`config.mk`:
```
export PLATFORM = sky130hd
export DESIGN_NAME = exc_sched_flat
export DESIGN_NICKNAME = d
export VERILOG_FILES = /design/src/rtl/exc_pkg.sv /design/src/rtl/exc_sched_if.sv /design/src/rtl/exc_prio_sel.sv /design/src/rtl/exc_sched.sv /design/src/flat_wrapper.sv
export SDC_FILE = /design/constraint.sdc
export NUM_CORES = 1
export LEC_CHECK = 0
export ABC_AREA = 1
export CORE_AREA = 4 4 111 165
export CTS_BUF_LIST = sky130_fd_sc_hd__clkbuf_4
export DETAILED_ROUTE_END_ITERATION = 8
export DIE_AREA = 0 0 115 169
export GPL_TIMING_DRIVEN = 0
export PLACE_DENSITY = 0.69
export SETUP_SLACK_MARGIN = 0.02
export SLEW_MARGIN = 20
export SYNTH_ARGS = -nofsm -noshare
export SYNTH_HDL_FRONTEND = slang
export SYNTH_SLANG_ARGS = --single-unit
```
`constraint.sdc`:
```
create_clock -name clk -period 1.5 [get_ports clk]
set_input_delay 0.225 -clock clk [delete_from_list [all_inputs] [get_ports clk]]
set_output_delay 0.225 -clock clk [all_outputs]
set_load 0.02 [all_outputs]
```
`src/rtl/exc_pkg.sv`:
```
// Shared constants, state encoding and helpers for the exception scheduler.
package exc_pkg;

  localparam logic [4:0]  EXC_NONE = 5'h10;
  localparam logic [4:0]  EXC_ERET = 5'h11;
  localparam logic [4:0]  EXC_INT  = 5'h00;
  localparam logic [31:0] EXC_VECTOR_DEFAULT = 32'hbfc00380;

  typedef enum logic [1:0] {
    IDLE,
    COMMIT,
    REDIRECT,
    DRAIN
  } state_t;

  // A delay-slot instruction restarts at its branch, one word earlier; wraps at 0.
  function automatic logic [31:0] epc_adjust(input logic [31:0] pc, input logic in_delay);
    return in_delay ? (pc - 32'd4) : pc;
  endfunction

endpackage

```
`src/rtl/exc_sched_if.sv`:
```
// Pipeline-facing bundle of the exception scheduler: EX/CP0 inputs, CP0 commit, IF redirect.
interface exc_sched_if;

  logic [1:0]  ex_valid;
  logic [9:0]  ex_exc_code;
  logic [63:0] ex_pc;
  logic [1:0]  ex_in_delay;
  logic        int_req;
  logic [31:0] epc;
  logic        commit_valid;
  logic [4:0]  commit_code;
  logic [31:0] commit_epc;
  logic        commit_in_delay;
  logic        commit_slot;
  logic        flush_all;
  logic        stall_all;
  logic        redirect_valid;
  logic [31:0] redirect_addr;
  logic        if_redirect_ready;
  logic        busy;

  // The pipeline side drives events and the IF ready.
  modport master (
    output ex_valid, ex_exc_code, ex_pc, ex_in_delay, int_req, epc, if_redirect_ready,
    input  commit_valid, commit_code, commit_epc, commit_in_delay, commit_slot,
    input  flush_all, stall_all, redirect_valid, redirect_addr, busy
  );

  modport slave (
    input  ex_valid, ex_exc_code, ex_pc, ex_in_delay, int_req, epc, if_redirect_ready,
    output commit_valid, commit_code, commit_epc, commit_in_delay, commit_slot,
    output flush_all, stall_all, redirect_valid, redirect_addr, busy
  );

endinterface

```
`src/rtl/exc_prio_sel.sv`:
```
// Combinational winner selection: interrupt on slot0, then slot0 event, then slot1 event.
module exc_prio_sel
  import exc_pkg::*;
(
  input  logic [1:0]  ex_valid,
  input  logic [9:0]  ex_exc_code,
  input  logic [63:0] ex_pc,
  input  logic [1:0]  ex_in_delay,
  input  logic        int_req,
  output logic        hit,
  output logic        slot,
  output logic [4:0]  code,
  output logic [31:0] pc,
  output logic        in_delay,
  output logic        is_eret
);

  logic [4:0] code0;
  logic [4:0] code1;

  assign code0 = ex_exc_code[4:0];
  assign code1 = ex_exc_code[9:5];

  // Interrupts ride on the oldest valid instruction; slot1 only wins when slot0 is clean.
  always_comb begin
    hit      = 1'b0;
    slot     = 1'b0;
    code     = EXC_NONE;
    pc       = ex_pc[31:0];
    in_delay = ex_in_delay[0];
    is_eret  = 1'b0;
    if (int_req && ex_valid[0]) begin
      hit  = 1'b1;
      code = EXC_INT;
    end else if (ex_valid[0] && (code0 != EXC_NONE)) begin
      hit     = 1'b1;
      code    = code0;
      is_eret = (code0 == EXC_ERET);
    end else if (ex_valid[1] && (code1 != EXC_NONE)) begin
      hit      = 1'b1;
      slot     = 1'b1;
      code     = code1;
      pc       = ex_pc[63:32];
      in_delay = ex_in_delay[1];
      is_eret  = (code1 == EXC_ERET);
    end
  end

endmodule

```
`src/rtl/exc_sched.sv`:
```
// Exception/interrupt scheduler: commit to CP0 with flush, redirect IF, then drain.
module exc_sched
  import exc_pkg::*;
#(
  parameter logic [31:0] EXC_VECTOR   = EXC_VECTOR_DEFAULT,
  parameter int unsigned DRAIN_CYCLES = 2
) (
  input logic         clk,
  input logic         rst_,
  exc_sched_if.slave  bus
);

  localparam logic [3:0] DRAIN_INIT = 4'(DRAIN_CYCLES);

  state_t      state;
  state_t      state_next;
  logic [3:0]  cnt;
  logic [3:0]  cnt_next;
  logic        capture;
  logic        sel_hit;
  logic        sel_slot;
  logic [4:0]  sel_code;
  logic [31:0] sel_pc;
  logic        sel_in_delay;
  logic        sel_is_eret;

  exc_prio_sel u_prio (
    .ex_valid    (bus.ex_valid),
    .ex_exc_code (bus.ex_exc_code),
    .ex_pc       (bus.ex_pc),
    .ex_in_delay (bus.ex_in_delay),
    .int_req     (bus.int_req),
    .hit         (sel_hit),
    .slot        (sel_slot),
    .code        (sel_code),
    .pc          (sel_pc),
    .in_delay    (sel_in_delay),
    .is_eret     (sel_is_eret)
  );

  always_comb begin
    state_next = state;
    cnt_next   = cnt;
    capture    = 1'b0;
    case (state)
      IDLE: begin
        if (sel_hit) begin
          state_next = COMMIT;
          capture    = 1'b1;
        end
      end
      COMMIT: state_next = REDIRECT;
      REDIRECT: begin
        if (bus.if_redirect_ready) begin
          if (DRAIN_INIT == 4'd0) begin
            state_next = IDLE;
          end else begin
            state_next = DRAIN;
            cnt_next   = DRAIN_INIT;
          end
        end
      end
      DRAIN: begin
        if (cnt <= 4'd1) state_next = IDLE;
        else             cnt_next   = cnt - 4'd1;
      end
      default: state_next = IDLE;
    endcase
  end

  // Outputs are decoded from the next state so every one of them leaves a flop.
  always_ff @(posedge clk or negedge rst_) begin
    if (!rst_) begin
      state               <= IDLE;
      cnt                 <= 4'd0;
      bus.commit_valid    <= 1'b0;
      bus.flush_all       <= 1'b0;
      bus.stall_all       <= 1'b0;
      bus.redirect_valid  <= 1'b0;
      bus.busy            <= 1'b0;
      bus.commit_code     <= 5'd0;
      bus.commit_epc      <= 32'd0;
      bus.commit_in_delay <= 1'b0;
      bus.commit_slot     <= 1'b0;
      bus.redirect_addr   <= 32'd0;
    end else begin
      state              <= state_next;
      cnt                <= cnt_next;
      bus.commit_valid   <= (state_next == COMMIT);
      bus.flush_all      <= (state_next == COMMIT);
      bus.stall_all      <= (state_next != IDLE);
      bus.redirect_valid <= (state_next == REDIRECT);
      bus.busy           <= (state_next != IDLE);
      if (capture) begin
        bus.commit_code     <= sel_code;
        bus.commit_epc      <= epc_adjust(sel_pc, sel_in_delay);
        bus.commit_in_delay <= sel_in_delay;
        bus.commit_slot     <= sel_slot;
        bus.redirect_addr   <= sel_is_eret ? bus.epc : EXC_VECTOR;
      end
    end
  end

endmodule

```
`src/flat_wrapper.sv`:
```
// flat-port wrapper written by rule: the top's interface ports become plain ports
module exc_sched_flat import exc_pkg::*;
#(
  parameter logic [31:0] EXC_VECTOR   = EXC_VECTOR_DEFAULT,
  parameter int unsigned DRAIN_CYCLES = 2
)
  (clk, rst_, bus_ex_valid, bus_ex_exc_code, bus_ex_pc, bus_ex_in_delay, bus_int_req, bus_epc, bus_if_redirect_ready, bus_commit_valid, bus_commit_code, bus_commit_epc, bus_commit_in_delay, bus_commit_slot, bus_flush_all, bus_stall_all, bus_redirect_valid, bus_redirect_addr, bus_busy);
  exc_sched_if bus_i ();
  input logic clk;
  input logic rst_;
  input wire logic [$bits(bus_i.ex_valid)-1:0] bus_ex_valid;
  input wire logic [$bits(bus_i.ex_exc_code)-1:0] bus_ex_exc_code;
  input wire logic [$bits(bus_i.ex_pc)-1:0] bus_ex_pc;
  input wire logic [$bits(bus_i.ex_in_delay)-1:0] bus_ex_in_delay;
  input wire logic [$bits(bus_i.int_req)-1:0] bus_int_req;
  input wire logic [$bits(bus_i.epc)-1:0] bus_epc;
  input wire logic [$bits(bus_i.if_redirect_ready)-1:0] bus_if_redirect_ready;
  output wire logic [$bits(bus_i.commit_valid)-1:0] bus_commit_valid;
  output wire logic [$bits(bus_i.commit_code)-1:0] bus_commit_code;
  output wire logic [$bits(bus_i.commit_epc)-1:0] bus_commit_epc;
  output wire logic [$bits(bus_i.commit_in_delay)-1:0] bus_commit_in_delay;
  output wire logic [$bits(bus_i.commit_slot)-1:0] bus_commit_slot;
  output wire logic [$bits(bus_i.flush_all)-1:0] bus_flush_all;
  output wire logic [$bits(bus_i.stall_all)-1:0] bus_stall_all;
  output wire logic [$bits(bus_i.redirect_valid)-1:0] bus_redirect_valid;
  output wire logic [$bits(bus_i.redirect_addr)-1:0] bus_redirect_addr;
  output wire logic [$bits(bus_i.busy)-1:0] bus_busy;
  assign bus_i.ex_valid = bus_ex_valid;
  assign bus_i.ex_exc_code = bus_ex_exc_code;
  assign bus_i.ex_pc = bus_ex_pc;
  assign bus_i.ex_in_delay = bus_ex_in_delay;
  assign bus_i.int_req = bus_int_req;
  assign bus_i.epc = bus_epc;
  assign bus_i.if_redirect_ready = bus_if_redirect_ready;
  assign bus_commit_valid = bus_i.commit_valid;
  assign bus_commit_code = bus_i.commit_code;
  assign bus_commit_epc = bus_i.commit_epc;
  assign bus_commit_in_delay = bus_i.commit_in_delay;
  assign bus_commit_slot = bus_i.commit_slot;
  assign bus_flush_all = bus_i.flush_all;
  assign bus_stall_all = bus_i.stall_all;
  assign bus_redirect_valid = bus_i.redirect_valid;
  assign bus_redirect_addr = bus_i.redirect_addr;
  assign bus_busy = bus_i.busy;
  exc_sched #(.EXC_VECTOR(EXC_VECTOR), .DRAIN_CYCLES(DRAIN_CYCLES)) u_core (.clk(clk), .rst_(rst_), .bus(bus_i));
endmodule
```
==> summary.txt <==
clock sinks - 80
fin. max-slew vios - 0
Worst-Margin Slew - 0.468 ns
Starting Density - 0.296
fin worst setup slack - -0.288 ns
mux cell area share after synthesis - 0
Bufs on Longest Clock Path - 2
io pins - 190
DP Worst Slack - -1.25 ns
final period utilization - 1.19
Seq/Total Area, Yosys - 0.402
adder-cell share of the synthesized area - 0.00754
CP Cell Sequence - buf_8 -> nor2_4 -> nand3_2 -> nand2_4 -> inv_6 -> nand3_4 -> buf_8 -> buf_6 -> o21ai_4 -> buf_12 -> nor2_4 -> nand3b_4 -> nor2_4 -> nand2_1 -> nand2_1 -> nand3_1 -> nand2_1
Synth Area in XOR/XNOR - 0.0176
Simple-Gate Fraction of Synth Area - 0.377
Synth Instances - 628
dpl hpwl - 13300 µm
initial antenna violation count - 1
CTS tree - built
compound-cell area share of the yosys netlist - 0.104
Pleak - 4.07 nW
Max Fclk - 559 MHz
share of cells above drive strength 1 - 0.330
vias in the first global route - 5069
GP Congestion - 0.856
area leader, netlist - dfrtp_1
Final Non-Filler Cells - 1102
Via Count - 5207
outcome - complete, but fails checks
Final Power - 9.06 mW
Rel. slew slack - 0.688
Nets - 1004
Syn Std Cell Area - 4980 µm²
mean post-synth cell area - 7.93 µm²
Placement Cell Area - 7300 µm²
final period demand of the worst path - 1.79 ns
slowest library cell on the worst path - nor2_4
Final Skew - 0.00881 ns
Fin. Hold Viols - 0
gr usage total - 0.177
Worst Hold Class - in2reg
worst skew pair latency - 0.43 ns
buffer and inverter count on the worst path - 5
Die ar. - 19400 µm²
first-pass GRT wire length - 26800 µm
CP top delay family - simple AND/OR/NAND/NOR gates
drt wl/cell - 16.2 µm
Fill cells - 1600
worst vdd ir - 0.523 mV
Starting DRT DRC Count - 226
Routed Antenna Nets - 0
CTS root buf - clkbuf_4
Worst Path Arrival - 2.16 ns
syn_nets - 745
yosys warns - 0
placed cells - 1028
ranking of synthesized cells by area - dfrtp_1, nand2_1, nand3_1, inv_1, a22o_1
die width - 115 µm
critical path endpoint category - flop
RSZ-0062 raised after global routing - yes
type of the worst setup path - in2reg
pin count of the biggest net entering global routing - 48
Final Cell Area - 8550 µm²
final setup fails - 27
H-tree depth - 3
required time worst endpoint - 1.87 ns
Worst-path clk slew - 0.13 ns
routed wire length - 17900 µm
critical path startpoint category - input pin
largest family of logic cells by synthesized area - simple AND/OR/NAND/NOR gates
critical path fanouts, max - 6
CP peak stage delay - 0.21 ns
Seq cells post-synth - 80
Core ar. - 16800 µm²
final core utilization - 0.508
GRT overflow - 0
row cnt - 58
MaxCap Viol Count - 0
iteration count of the initial detailed-routing pass - 4
IO Port Bufs - 189
DR vias/cell - 4.73
failing checks - setup timing
area fraction of the dominant cell type after synthesis - 0.402
TritonCTS Buffers - 9
Netlist cell types - 37
Remaining DRCs - 0
pwr/cell area - 1060 nW/µm²
P&R area growth vs syn - 71.7%
slack of the worst reg-to-reg path - 0.03 ns
Die Span Y - 169 µm
layout by cell type (no fill, tap or decap), types with 4 or more instances in the layout:
cell type | synthesis | routed
xnor2_2 | 0 | 4
a22o_1 | 20 | 20
inv_1 | 64 | 52
a21oi_1 | 7 | 7
inv_2 | 8 | 15
nand3_1 | 56 | 38
dfrtp_1 | 80 | 80
clkdlybuf4s50_1 | 0 | 99
clkbuf_2 | 0 | 5
nand3_4 | 2 | 9
clkbuf_4 | 0 | 11
buf_8 | 1 | 11
nand2_1 | 176 | 137
a22oi_1 | 4 | 4
o22a_1 | 13 | 13
buf_4 | 4 | 39
o21ai_1 | 3 | 12
buf_12 | 0 | 4
dlygate4sd2_1 | 0 | 76
nand2_4 | 8 | 27
nand3b_1 | 14 | 14
nand3b_4 | 3 | 4
nand3_2 | 9 | 20
nand4_1 | 6 | 6
nor2_1 | 44 | 18
nand2_2 | 21 | 38
o21ai_0 | 21 | 11
clkinv_2 | 1 | 4
buf_2 | 7 | 6
buf_6 | 6 | 25
nor2_4 | 11 | 33
nor2_2 | 8 | 12
state kept, by name, summed over array words and instances (netlist names):
| register | count |
|---|---|
| u_core.state | 2 |
| u_core.bus.commit_valid | 1 |
| u_core.bus.redirect_valid | 1 |
| u_core.cnt | 4 |
| u_core.bus.stall_all | 1 |
| u_core.bus.redirect_addr | 32 |
| u_core.bus.commit_code | 5 |
| u_core.bus.commit_slot | 1 |
| u_core.bus.commit_in_delay | 1 |
| u_core.bus.commit_epc | 32 |
synthesized netlist by cell type (all sizes together):
| library cell | n |
|---|---|
| clkbuf | 8 |
| clkinv | 1 |
| a22o | 20 |
| buf | 18 |
| a22oi | 4 |
| nor2 | 63 |
| nand3b | 19 |
| dfrtp | 80 |
| and3b | 1 |
| nor4 | 1 |
| ha | 3 |
| nor3 | 2 |
| o21ai | 26 |
| o22a | 13 |
| a21oi | 7 |
| xnor2 | 5 |
| inv | 73 |
| nand4 | 6 |
| nand3 | 67 |
| nand2 | 205 |
| xor2 | 5 |
| a32o | 1 |
routing by layer:
metal	vias up	global-route usage	part of all wire
li1	2554	-	-
met1	2448	0.198	0.38
met2	166	0.327	0.53
met3	39	0.0275	0.056
met4	0	0.0710	0.037
met5	-	0	0
worst reg2reg max path: stages (launching register included):
cell     delay [ns]
dfrtp_1        0.44
nor2_4         0.23
nand2_8        0.11
inv_6          0.09
buf_6          0.15
buf_4          0.21
nand3_1        0.13
nand2_1        0.07
path summary, 6_finish.rpt:
check | cells after the start | start | end
worst max register to register | 7 | u_core.state[0] | u_core.bus.commit_epc[13]
worst min register to register | 2 | u_core.bus.commit_epc[26] | u_core.bus.commit_epc[26]
worst min-delay path | 3 | bus_ex_exc_code[3] | u_core.bus.commit_code[3]
worst max-delay path | 17 | bus_ex_exc_code[5] | u_core.bus.commit_epc[13]
max in group asynchronous | 3 | rst_ | u_core.bus.commit_epc[27]
min in group asynchronous | 2 | rst_ | u_core.bus.redirect_addr[10]
power by group:
| part | switching, mW | total, mW | internal, mW |
|---|---|---|---|
| registers | 0.365 | 3.22 | 2.85 |
| clock network | 0.712 | 1.22 | 0.505 |
| logic | 2.69 | 4.62 | 1.93 |
area by class of cell:
class,count,area [µm²],area share
inverters,74,302,0.0353
clock buffers,10,75.1,0.00878
repair buffers,249,2430,0.284
plain buffers,25,245,0.0287
flip-flops and latches,80,2000,0.234
clock inverters,5,48.8,0.00571
multi-input cells,448,3180,0.373
diodes,1,2.50,0.000293
well taps,210,263,0.0307
logic make-up (layout without fill, tap and decap cells):
kind of cell               after synthesis  in the layout
and+or+nand+nor                        364            364
buffers and inverters                  100            363
DFF                                     80             80
AOI/OAI and AO/OA                       71             71
xor gates and xnor gates                10             10
adders and majority gates                3              3
other                                    0              1
through the flow:
step                      setup TNS [ns]  hold WS (ns)
after detailed placement          -77.42         0.210
after global placement           -284.38         0.465
after CTS                          -2.94        0.0600
after global routing               -7.52        0.0716
final                              -5.49        0.0985
after floorplan                   -12.18       -0.0706
timing repair:
item                                   4_1_cts  5_1_grt
hold buffers                                 1        0
pin swaps                                   76       64
resized for setup                          253       81
setup endpoints to repair                  154       69
endpoints found under the hold margin       33        0
buffers inserted                            34       25
gates cloned                                 2        0
No activity file was read; power rests on OpenSTA's default activity.
